**src/rtl/remote_cmd_sequencer.sv**
```systemverilog
// Buffered command sequencer for the Knight's Tour UART link: queues commands,
// sends them MSB byte first, then waits for a one-byte ACK with retry/timeout.
module remote_cmd_sequencer #(
    parameter int         CMD_BYTES    = 2,
    parameter int         DEPTH        = 8,
    parameter int         TIMEOUT_CLKS = 1000000,
    parameter int         MAX_RETRY    = 0,
    parameter logic [7:0] ACK          = 8'hA5
) (
    input  logic                   clk,
    input  logic                   rst_n,
    input  logic [8*CMD_BYTES-1:0] cmd_in,
    input  logic                   cmd_vld,
    output logic                   cmd_rdy,
    input  logic                   flush,
    output logic [7:0]             tx_data,
    output logic                   trmt,
    input  logic                   tx_done,
    input  logic [7:0]             rx_data,
    input  logic                   rx_rdy,
    output logic                   clr_rx_rdy,
    output logic                   busy,
    output logic [7:0]             resp,
    output logic                   resp_vld,
    output logic [15:0]            ack_cnt,
    output logic [15:0]            nack_cnt,
    output logic [15:0]            tmo_cnt
);
    localparam int CW   = 8 * CMD_BYTES;
    localparam int AW   = $clog2(DEPTH);
    localparam int CNTW = AW + 1;
    localparam int IW   = $clog2(CMD_BYTES + 1);
    localparam int TW   = $clog2(TIMEOUT_CLKS + 1);
    localparam int RW   = $clog2(MAX_RETRY + 2);

    localparam logic [CNTW-1:0] FULL_CNT  = CNTW'(DEPTH);
    localparam logic [IW-1:0]   LAST_IDX  = IW'(CMD_BYTES);
    localparam logic [TW-1:0]   TMO_LAST  = TW'(TIMEOUT_CLKS - 1);
    localparam logic [RW-1:0]   RETRY_MAX = RW'(MAX_RETRY);

    localparam logic [1:0] IDLE      = 2'd0;
    localparam logic [1:0] SEND      = 2'd1;
    localparam logic [1:0] WAIT_TX   = 2'd2;
    localparam logic [1:0] WAIT_RESP = 2'd3;

    logic [CW-1:0]   mem [DEPTH];
    logic [AW-1:0]   wr_ptr, rd_ptr, rd_nxt;
    logic [CNTW-1:0] count;
    logic            full, empty, push, pop, keep;
    logic [1:0]      state;
    logic [CW-1:0]   cmd_q, shreg;
    logic [IW-1:0]   byte_idx;
    logic [TW-1:0]   tmo;
    logic [RW-1:0]   retry;
    logic            rx_new, resp_in, tmo_hit, fail, can_retry;

    // rx_rdy is still high in the cycle our clear is on the wire; don't count it twice.
    assign rx_new    = rx_rdy && !clr_rx_rdy;
    assign resp_in   = (state == WAIT_RESP) && rx_new;
    assign tmo_hit   = (state == WAIT_RESP) && !rx_new && (tmo == TMO_LAST);
    assign fail      = resp_in ? (rx_data != ACK) : tmo_hit;
    assign can_retry = retry < RETRY_MAX;
    assign pop       = (resp_in || tmo_hit) && !(fail && can_retry);

    assign full    = count == FULL_CNT;
    assign empty   = count == '0;
    assign cmd_rdy = !full;
    assign busy    = state != IDLE;
    assign push    = cmd_vld && !full && !flush;
    assign rd_nxt  = rd_ptr + AW'(pop);
    assign keep    = busy && !pop;

    always_ff @(posedge clk) begin
        if (push) mem[wr_ptr] <= cmd_in;
    end

    always_ff @(posedge clk or negedge rst_n) begin
        if (!rst_n) begin
            wr_ptr <= '0;
            rd_ptr <= '0;
            count  <= '0;
        end else begin
            rd_ptr <= rd_nxt;
            // Flush while busy retains only the in-flight head so it can still be popped.
            if (flush) begin
                wr_ptr <= rd_nxt + AW'(keep);
                count  <= CNTW'(keep);
            end else begin
                if (push) wr_ptr <= wr_ptr + 1'b1;
                count <= count + CNTW'(push) - CNTW'(pop);
            end
        end
    end

    always_ff @(posedge clk or negedge rst_n) begin
        if (!rst_n) begin
            state      <= IDLE;
            cmd_q      <= '0;
            shreg      <= '0;
            byte_idx   <= '0;
            tmo        <= '0;
            retry      <= '0;
            tx_data    <= '0;
            trmt       <= 1'b0;
            clr_rx_rdy <= 1'b0;
            resp       <= '0;
            resp_vld   <= 1'b0;
            ack_cnt    <= '0;
            nack_cnt   <= '0;
            tmo_cnt    <= '0;
        end else begin
            trmt       <= 1'b0;
            resp_vld   <= 1'b0;
            clr_rx_rdy <= rx_new;
            case (state)
                IDLE: begin
                    if (!empty && !flush) begin
                        cmd_q    <= mem[rd_ptr];
                        shreg    <= mem[rd_ptr];
                        byte_idx <= '0;
                        state    <= SEND;
                    end
                end
                SEND: begin
                    trmt     <= 1'b1;
                    tx_data  <= shreg[CW-1 -: 8];
                    shreg    <= shreg << 8;
                    byte_idx <= byte_idx + 1'b1;
                    state    <= WAIT_TX;
                end
                WAIT_TX: begin
                    if (tx_done) begin
                        if (byte_idx == LAST_IDX) begin
                            tmo   <= '0;
                            state <= WAIT_RESP;
                        end else begin
                            state <= SEND;
                        end
                    end
                end
                WAIT_RESP: begin
                    tmo <= tmo + 1'b1;
                    if (resp_in || tmo_hit) begin
                        if (fail && can_retry) begin
                            retry    <= retry + 1'b1;
                            shreg    <= cmd_q;
                            byte_idx <= '0;
                            state    <= SEND;
                        end else begin
                            retry <= '0;
                            state <= IDLE;
                        end
                    end
                end
                default: state <= IDLE;
            endcase
            if (resp_in) begin
                resp     <= rx_data;
                resp_vld <= 1'b1;
            end
            if (pop) begin
                if (!fail) begin
                    if (ack_cnt != 16'hFFFF) ack_cnt <= ack_cnt + 1'b1;
                end else if (resp_in) begin
                    if (nack_cnt != 16'hFFFF) nack_cnt <= nack_cnt + 1'b1;
                end else begin
                    if (tmo_cnt != 16'hFFFF) tmo_cnt <= tmo_cnt + 1'b1;
                end
            end
        end
    end
endmodule

```
**config.mk**
```make
export PLATFORM = sky130hd
export DESIGN_NAME = remote_cmd_sequencer
export DESIGN_NICKNAME = d
export VERILOG_FILES = /design/src/rtl/remote_cmd_sequencer.sv
export SDC_FILE = /design/constraint.sdc
export NUM_CORES = 1
export LEC_CHECK = 0
export CELL_PAD_IN_SITES_DETAIL_PLACEMENT = 1
export CELL_PAD_IN_SITES_GLOBAL_PLACEMENT = 1
export CORE_MARGIN = 2
export CORE_UTILIZATION = 31
export CTS_CLUSTER_DIAMETER = 30
export CTS_CLUSTER_SIZE = 14
export DETAILED_ROUTE_END_ITERATION = 7
export PLACE_DENSITY_LB_ADDON = 0.1
export SYNTH_ARGS = -nofsm -noshare
export SYNTH_HDL_FRONTEND = slang
export SYNTH_SLANG_ARGS = --single-unit
export TNS_END_PERCENT = 1
```
**constraint.sdc**
```tcl
create_clock -name clk -period 3.15 [get_ports clk]
set_clock_uncertainty 0.15 [all_clocks]
set_input_delay 0.315 -clock clk [delete_from_list [all_inputs] [get_ports clk]]
set_output_delay 0.315 -clock clk [all_outputs]
set_load 0.1 [all_outputs]
```
# Word-level counts from Yosys, hierarchy flattened
# Memories as Yosys holds them, arrays and structs flattened.
# Index checks and enable logic that the tools add are counted.
word_totals:
  in_bits: 30
  elab_cells: 105
  out_inout_bits: 69
  ramBits: 128
  ff_bits: 134
  latch_bits: 0
  mem_bits_ro: 0
  n_memories: 1
classes:
  muxes: 26
  reduce_logical: 32
  addsub: 11
  div_mod_pow: 0
  eq_ne: 15
  bitwise: 2
  mul: 0
  shifts: 0
  order_cmp: 1
mem_list:
  columns: ["memory", "words", "word_bits", "read_ports", "rd_ports_with_merged_regs", "write_ports", "line_no", "source"]
  rows:
  - ["mem", 8, 16, 1, 0, 1, "46", "logic [CW-1:0] mem [DEPTH];"]
op_table:
  columns: ["op", "n"]
  rows:
  - ["adder 16 x 1 -> 16 bit, second input constant", 3]
  - ["2-to-1 mux 16 bit", 3]
  - ["inequality test 16 bit, second input constant", 3]
  - ["case mux 16 bit (3 select lines)", 1]
  - ["2-to-1 mux 20 bit", 2]
  - ["case mux 20 bit (2 select lines)", 1]
  - ["adder 20 x 1 -> 20 bit, second input constant", 1]
  - ["equality test 20 bit, second input constant", 1]
  - ["2-to-1 mux 2 bit", 7]
  - ["AND reduction 4 bit", 3]
  - ["logical AND 1 bit", 10]
  - ["AND reduction 3 bit", 3]
  - ["inequality test 8 bit, second input constant", 1]
  - ["case mux 2 bit (4 select lines)", 1]
  - ["logical NOT 1 bit", 7]
  - ["2-to-1 mux 1 bit", 7]
  - ["adder 3 x 1 -> 3 bit", 2]
  - ["equality test 2 bit, second input constant", 3]
  - ["2-to-1 mux 3 bit", 2]
  - ["inequality test 2 bit, second input constant", 3]
  - ["case mux 2 bit (3 select lines)", 1]
  - ["nonzero test 2 bit", 3]
  - ["adder 4 x 1 -> 4 bit", 1]
  - ["equality test 4 bit, second input constant", 1]
  - ["other kinds (14)", 17]

# Depth between registers and ports, before layout
# Gate-level depths: netlist of the first run.
logic_depth:
  depth_word: 13
  ltp_mapped: 13

# Least setup slack after synthesis of the first run
# Ideal clock, no wire load.
synth_path:
  path_type: "reg-to-reg"
  startpoint: "reg count[2]"
  endpoint: "mem mem[0][0] (netlist name), enable pin"
  setup_time_ps: 409
  slack_ps: -274
  arrival_ps: 2864
  path_stages_with_launch: 7
  required_ps: 2591
  path_cell_list: "dfrtp_1 > inv_1 > ha_1 > or3b_2 > nand2_1 > or3_1 > nor3_1"
synth_via:
  elab_chain_cells: 6
synth_lines:
  columns: ["element", "line_no", "source"]
  rows:
  - ["start, declared", "48", "logic [CNTW-1:0] count;"]
  - ["start signal, assigned", "87", "count <= CNTW'(keep);"]
  - ["start signal, assigned", "90", "count <= count + CNTW'(push) - CNTW'(pop);"]
  - ["equality test 4 bit", "65", "assign full = count == FULL_CNT;"]
  - ["logical NOT 1 bit", null, null]
  - ["via cmd_rdy", "14", "output logic cmd_rdy,"]
  - ["logical AND 1 bit (2 in series)", "69", "assign push = cmd_vld && !full && !flush;"]
  - ["2-to-1 mux 1 bit", "74", "if (push) mem[wr_ptr] <= cmd_in;"]
  - ["2-to-1 mux 1 bit (implied by the code)", "74", null]
  - ["end, declared", "46", null]
# The timed path passes the listed nets, and every way through them passes these cells.

# Worst setup path after layout of the first run
layout_path:
  startpoint: "reg tmo[10]"
  endpoint: "reg count[1]"
layout_via:
  elab_chain_cells: 8
  word_cells_on_any_way: 9
  classes_between: "add/sub (1); eq/ne (1); mux (2); reduce/logical (5)"
layout_lines:
  columns: ["element", "line_no", "source"]
  rows:
  - ["start, declared", "53", "logic [TW-1:0] tmo;"]
  - ["start signal, assigned", "142", "tmo <= tmo + 1'b1;"]
  - ["equality test 20 bit (*)", "60", "assign tmo_hit = (state == WAIT_RESP) && !rx_new && (tmo == TMO_LAST);"]
  - ["logical AND 1 bit (*)", "60", null]
  - ["2-to-1 mux 1 bit", "61", "assign fail = resp_in ? (rx_data != ACK) : tmo_hit;"]
  - ["logical AND 1 bit", "63", "assign pop = (resp_in || tmo_hit) && !(fail && can_retry);"]
  - ["logical NOT 1 bit", "63", null]
  - ["logical AND 1 bit (*)", "63", null]
  - ["subtractor 4 x 1 -> 4 bit (*)", "90", null]
  - ["2-to-1 mux 4 bit (*)", "85", "if (flush) begin"]
# Every way passes the cells marked *; elsewhere a longest branch is shown, timed or not.
# A chain may end at the register's enable or synchronous reset.

==> results.txt, run 1 <==
- Cell with the most instances after synthesis: sky130_fd_sc_hd__edfxtp_1
- Psw: 4.42 mW
- Routed Antenna Nets: 0
* Worst Path Arrival: 3110 ps
* Post-synthesis average cell area: 13.9 sq um
* DIE AREA: 34900 sq um
* Portion of the clock cycle consumed by the worst path in the final layout: 0.893
* Max-slew headroom: 0.409
- The final layout contains between 900 and 1000 nets.
- The max-slew violation count came to 0.
- Using the TritonRoute via totals, the vias-per-cell ratio works out to ~4.8.
- Post-synth design cell area: approximately 10000 sq um
- Async SR Flop Fraction: 0.478
* Portion of total power attributed to combinational logic: 0.246
- Number of antenna cells inserted: 0
- Worst setup slack after placement: 201 ps
- The synthesized netlist contains between 40 and 50 unique library cells.
- From left edge to right edge, the die measures 187 microns.
* Via count of the first global-routing pass: ~7600
- Maximum number of pins on one net before global-route repair: 51
- IR Drop Worst-Case VDD: 478 uV
- The fraction of the mapped netlist area in compound gates was 0.0269.
- Summing over every cut layer, the via total after detailed routing is 6683.
* Worst Hold Slack: ~170 ps
- Counting flops with a built-in enable in the synthesized netlist gives around 130.
- The share of the Yosys chip area taken by registers is 0.654.
- Flip-flop and latch count after synthesis: 245
* Relative area change from synthesis to final layout: 34.3%
- The count of endpoints failing hold in the final timing report was 0.
* Largest stage delay, worst path: 440 ps
- The worst setup path is of the flop to flop kind.
- For this run, the share of the core covered by cells in the final layout is 0.425.
* Worst Max-Slew Pin Slew: 887 ps
* Number of search-and-repair iterations in the first detailed-routing pass: 4
- Xor and xnor area share after synthesis: 0.0541
* Final number of setup-violating endpoints: 0
* Number of clock buffers inserted by TritonCTS: 61
* I/O Pins: 99
- The analysis attributes to cell leakage a power of 5.70 nW.
- The core region is 32700 sq um.
- Share of power burned in the clock network: 0.444
* Mean routed wirelength per cell: between 15 and 20 microns
- Timing would allow up to roughly 0.36 GHz.
- R2R setup slack: 340 ps
- For this run, the total global-route usage over all layers was measured as 0.151.
- Of the total synthesized cell area, the portion taken by full adders, half adders and majority gates is 0.0213.
- H-tree depth: 2
* Power density over the cells: just under 1000 nW/um^2
- The initial utilization of the core area, before any placement, comes to 0.317.
* Maximum buffer depth of the clock tree: 3
* Syn Inst Count: approximately 750
- Post-Synth Simple-Gate Area: 0.133
- For this run, the number of Yosys warnings is 0.
- Of the total power, the share spent switching nets is 0.322.
- Setup repair after global routing left no endpoint under its margin.
- In the routed design, unresolved DRC markers number 0.
* Cells traversed along the worst timing path: nor4b_2 > nand4_1 > nor4_1 > or2_2 > ha_1 > inv_1 > ha_1 > fa_1 > nor2b_1
- Of the total power, registers draw 0.310.
* Type of the worst min-delay path: primary input to flop
- Crit path top cell by count: sky130_fd_sc_hd__ha_1
- For this block, the routed nets add up to 25900 microns of wire.
- Number of setup buffers added after CTS: 0
- Counting instances in the post-synthesis netlist gives the leading cell types as 128 x sky130_fd_sc_hd__edfxtp_1, 117 x sky130_fd_sc_hd__dfrtp_1, 103 x sky130_fd_sc_hd__nand2_1.
* Cell taking the most area after synthesis: sky130_fd_sc_hd__edfxtp_1
- Across the run, the number of max-cap violations was 0.
- Fraction of layout instances using a drive strength above 1: 0.254
- Req. time, crit path: 3450 ps
- From bottom edge to top edge, the die measures 187 microns.
- Most used flip-flop cell after synthesis: sky130_fd_sc_hd__edfxtp_1
* Final estimated routing congestion in global placement: 0.757
* Number of standard cells in the layout, taps in and fillers out: 1402
- When the netlist entered floorplanning its net count stood at 794.
- In the post-synthesis netlist, the biggest area contributors are sky130_fd_sc_hd__edfxtp_1 37%, sky130_fd_sc_hd__dfrtp_1 28%, sky130_fd_sc_hd__mux4_2 7.0%.
- The internal power of the cells totals around 9.3 mW.
- The routed design could run at a clock period as short as 2810 ps.
* Total number of clock tree sinks: between 200 and 250
- TritonCTS built the clock tree.
* Antenna violations before repair: 0
- The slowest stage of the critical path belongs to the cell sky130_fd_sc_hd__dfrtp_1.
- After layout, the worst setup slack is between 300 and 400 ps.
- Of the post-synthesis cell area, the part taken by muxes is 0.0933.
* Detailed router's first-iteration violation count: around 270
- STA classifies the critical path startpoint as a flop.
- Main combinational cell family by area after synthesis: simple AND/OR/NAND/NOR gates
- Counting tap cells, the placed design contains a total of roughly 1300 instances.
- Kind of capture point of the worst setup path: flop
- The initialized floorplan defines 66 standard-cell rows.
- The flow ran to the end, and the final reports show no timing, DRC or antenna violations.
- For the worst-skew pair, the clock arrives at the later sink with an insertion delay of around 560 ps.
* Root Driver: sky130_fd_sc_hd__clkbuf_16
* Clock-pin slew on the worst setup and hold paths: 40 ps
- The first global-routing pass estimated approximately 42000 microns of wire.
- Global-route congestion overflow total: 0
- Count of input and output buffers: slightly below 100
* Final HPWL DP: roughly 17000 microns
- Of the post-synthesis cell area, the dominant cell type holds 0.371.
- Along the worst path, the maximum fanout reaches 5.
## per-stage QoR
stage	setup TNS (ps)	cell area, sq um	total power, mW
2_1_floorplan	-2260	10400	6.68
3_3_place_gp	0	11800	7.67
3_5_place_dp	0	11800	7.79
4_1_cts	0	13900	14.0
5_1_grt	0	13900	14.4
6_report	0	13900	13.7
## worst paths after layout
kind / from / to / cells after the start
max: tmo[10] / count[1] / 9
min: rx_data[7] / resp[7] / 3
max reg2reg: tmo[10] / count[1] / 9
min reg2reg: shreg[13] / tx_data[5] / 2
max in group asynchronous: rst_n / tmo_cnt[8] / 3
min in group asynchronous: rst_n / ack_cnt[7] / 2
## cell type report
cell class	instances	area (sq um)
Inverter	18	67.6
Timing Repair Buffer	128	1050
Fill cell	3411	18800
Clock inverter	34	362
Clock buffer	78	1690
Tap cell	442	553
Sequential cell	245	6770
Multi-Input combinational cell	457	3410
## power groups by stage
stage	clock, mW	sequential, mW	combinational (mW)
2_1_floorplan	0	5.00	1.69
3_3_place_gp	0	4.30	3.37
3_5_place_dp	0	4.33	3.46
4_1_cts	6.25	4.28	3.47
5_1_grt	6.40	4.33	3.69
6_report	6.10	4.26	3.38
## kinds of logic (layout without fill, tap and decap cells)
family                   count (synthesis)  after routing
adder cells (fa/ha/maj)                 17             17
XOR/XNOR                                64             64
AO/OA/AOI/OAI                           51             51
flip-flops                             245            245
AND/OR/NAND/NOR                        269            269
buffers and inverters                   45            258
multiplexers                            56             56
## critical path: cells and delay by family, from the launching register on
family                     cells  cell delay [ps]
and+or+nand+nor                5             1220
DFF                            1              440
buffers and inverters          1               60
adders and majority gates      3              820
## cell usage in the layout (no fill, tap or decap), types with 12 or more instances in the layout
master	n
sky130_fd_sc_hd__nand3_1	31
sky130_fd_sc_hd__nor3_1	14
sky130_fd_sc_hd__nand4_1	18
sky130_fd_sc_hd__clkdlybuf4s50_1	28
sky130_fd_sc_hd__mux4_2	32
sky130_fd_sc_hd__buf_4	98
sky130_fd_sc_hd__clkinv_2	12
sky130_fd_sc_hd__edfxtp_1	128
sky130_fd_sc_hd__dfrtp_1	116
sky130_fd_sc_hd__ha_1	16
sky130_fd_sc_hd__o21ai_0	35
sky130_fd_sc_hd__nor2_1	40
sky130_fd_sc_hd__inv_1	17
sky130_fd_sc_hd__nor4_1	12
sky130_fd_sc_hd__xor2_1	32
sky130_fd_sc_hd__clkbuf_16	63
sky130_fd_sc_hd__mux2i_1	20
sky130_fd_sc_hd__nand2_1	103
sky130_fd_sc_hd__xnor2_1	32
## registers in the layout, indices dropped and copies added (netlist names)
signal,cells
shreg,16
trmt,1
resp_vld,1
nack_cnt,16
count,4
resp,8
tmo,20
ack_cnt,16
tmo_cnt,16
state,2
clr_rx_rdy,1
tx_data,8
wr_ptr,3
byte_idx,2
rd_ptr,3
mem,128
## what timing repair did
action | in CTS | in global routing
resized for setup | 0 | 0
endpoints found under the hold margin | 47 | 0
hold buffers | 1 | 0
## metal layers
layer  vias up  track usage  part of all wire
met4         0       0.0498             0.019
li1       3094            -                 -
met1      3420        0.183              0.43
met5         -            0                 0
met3        44       0.0350             0.042
met2       125        0.266              0.51
No activity file was read; power rests on OpenSTA's default activity.
==> inputs of run 2 (changes only) <==
Settings changed: HOLD_SLACK_MARGIN set to 0.05.
==> results of run 2 <==
No change in the layout: final DEF, timing and power equal those of run 1.
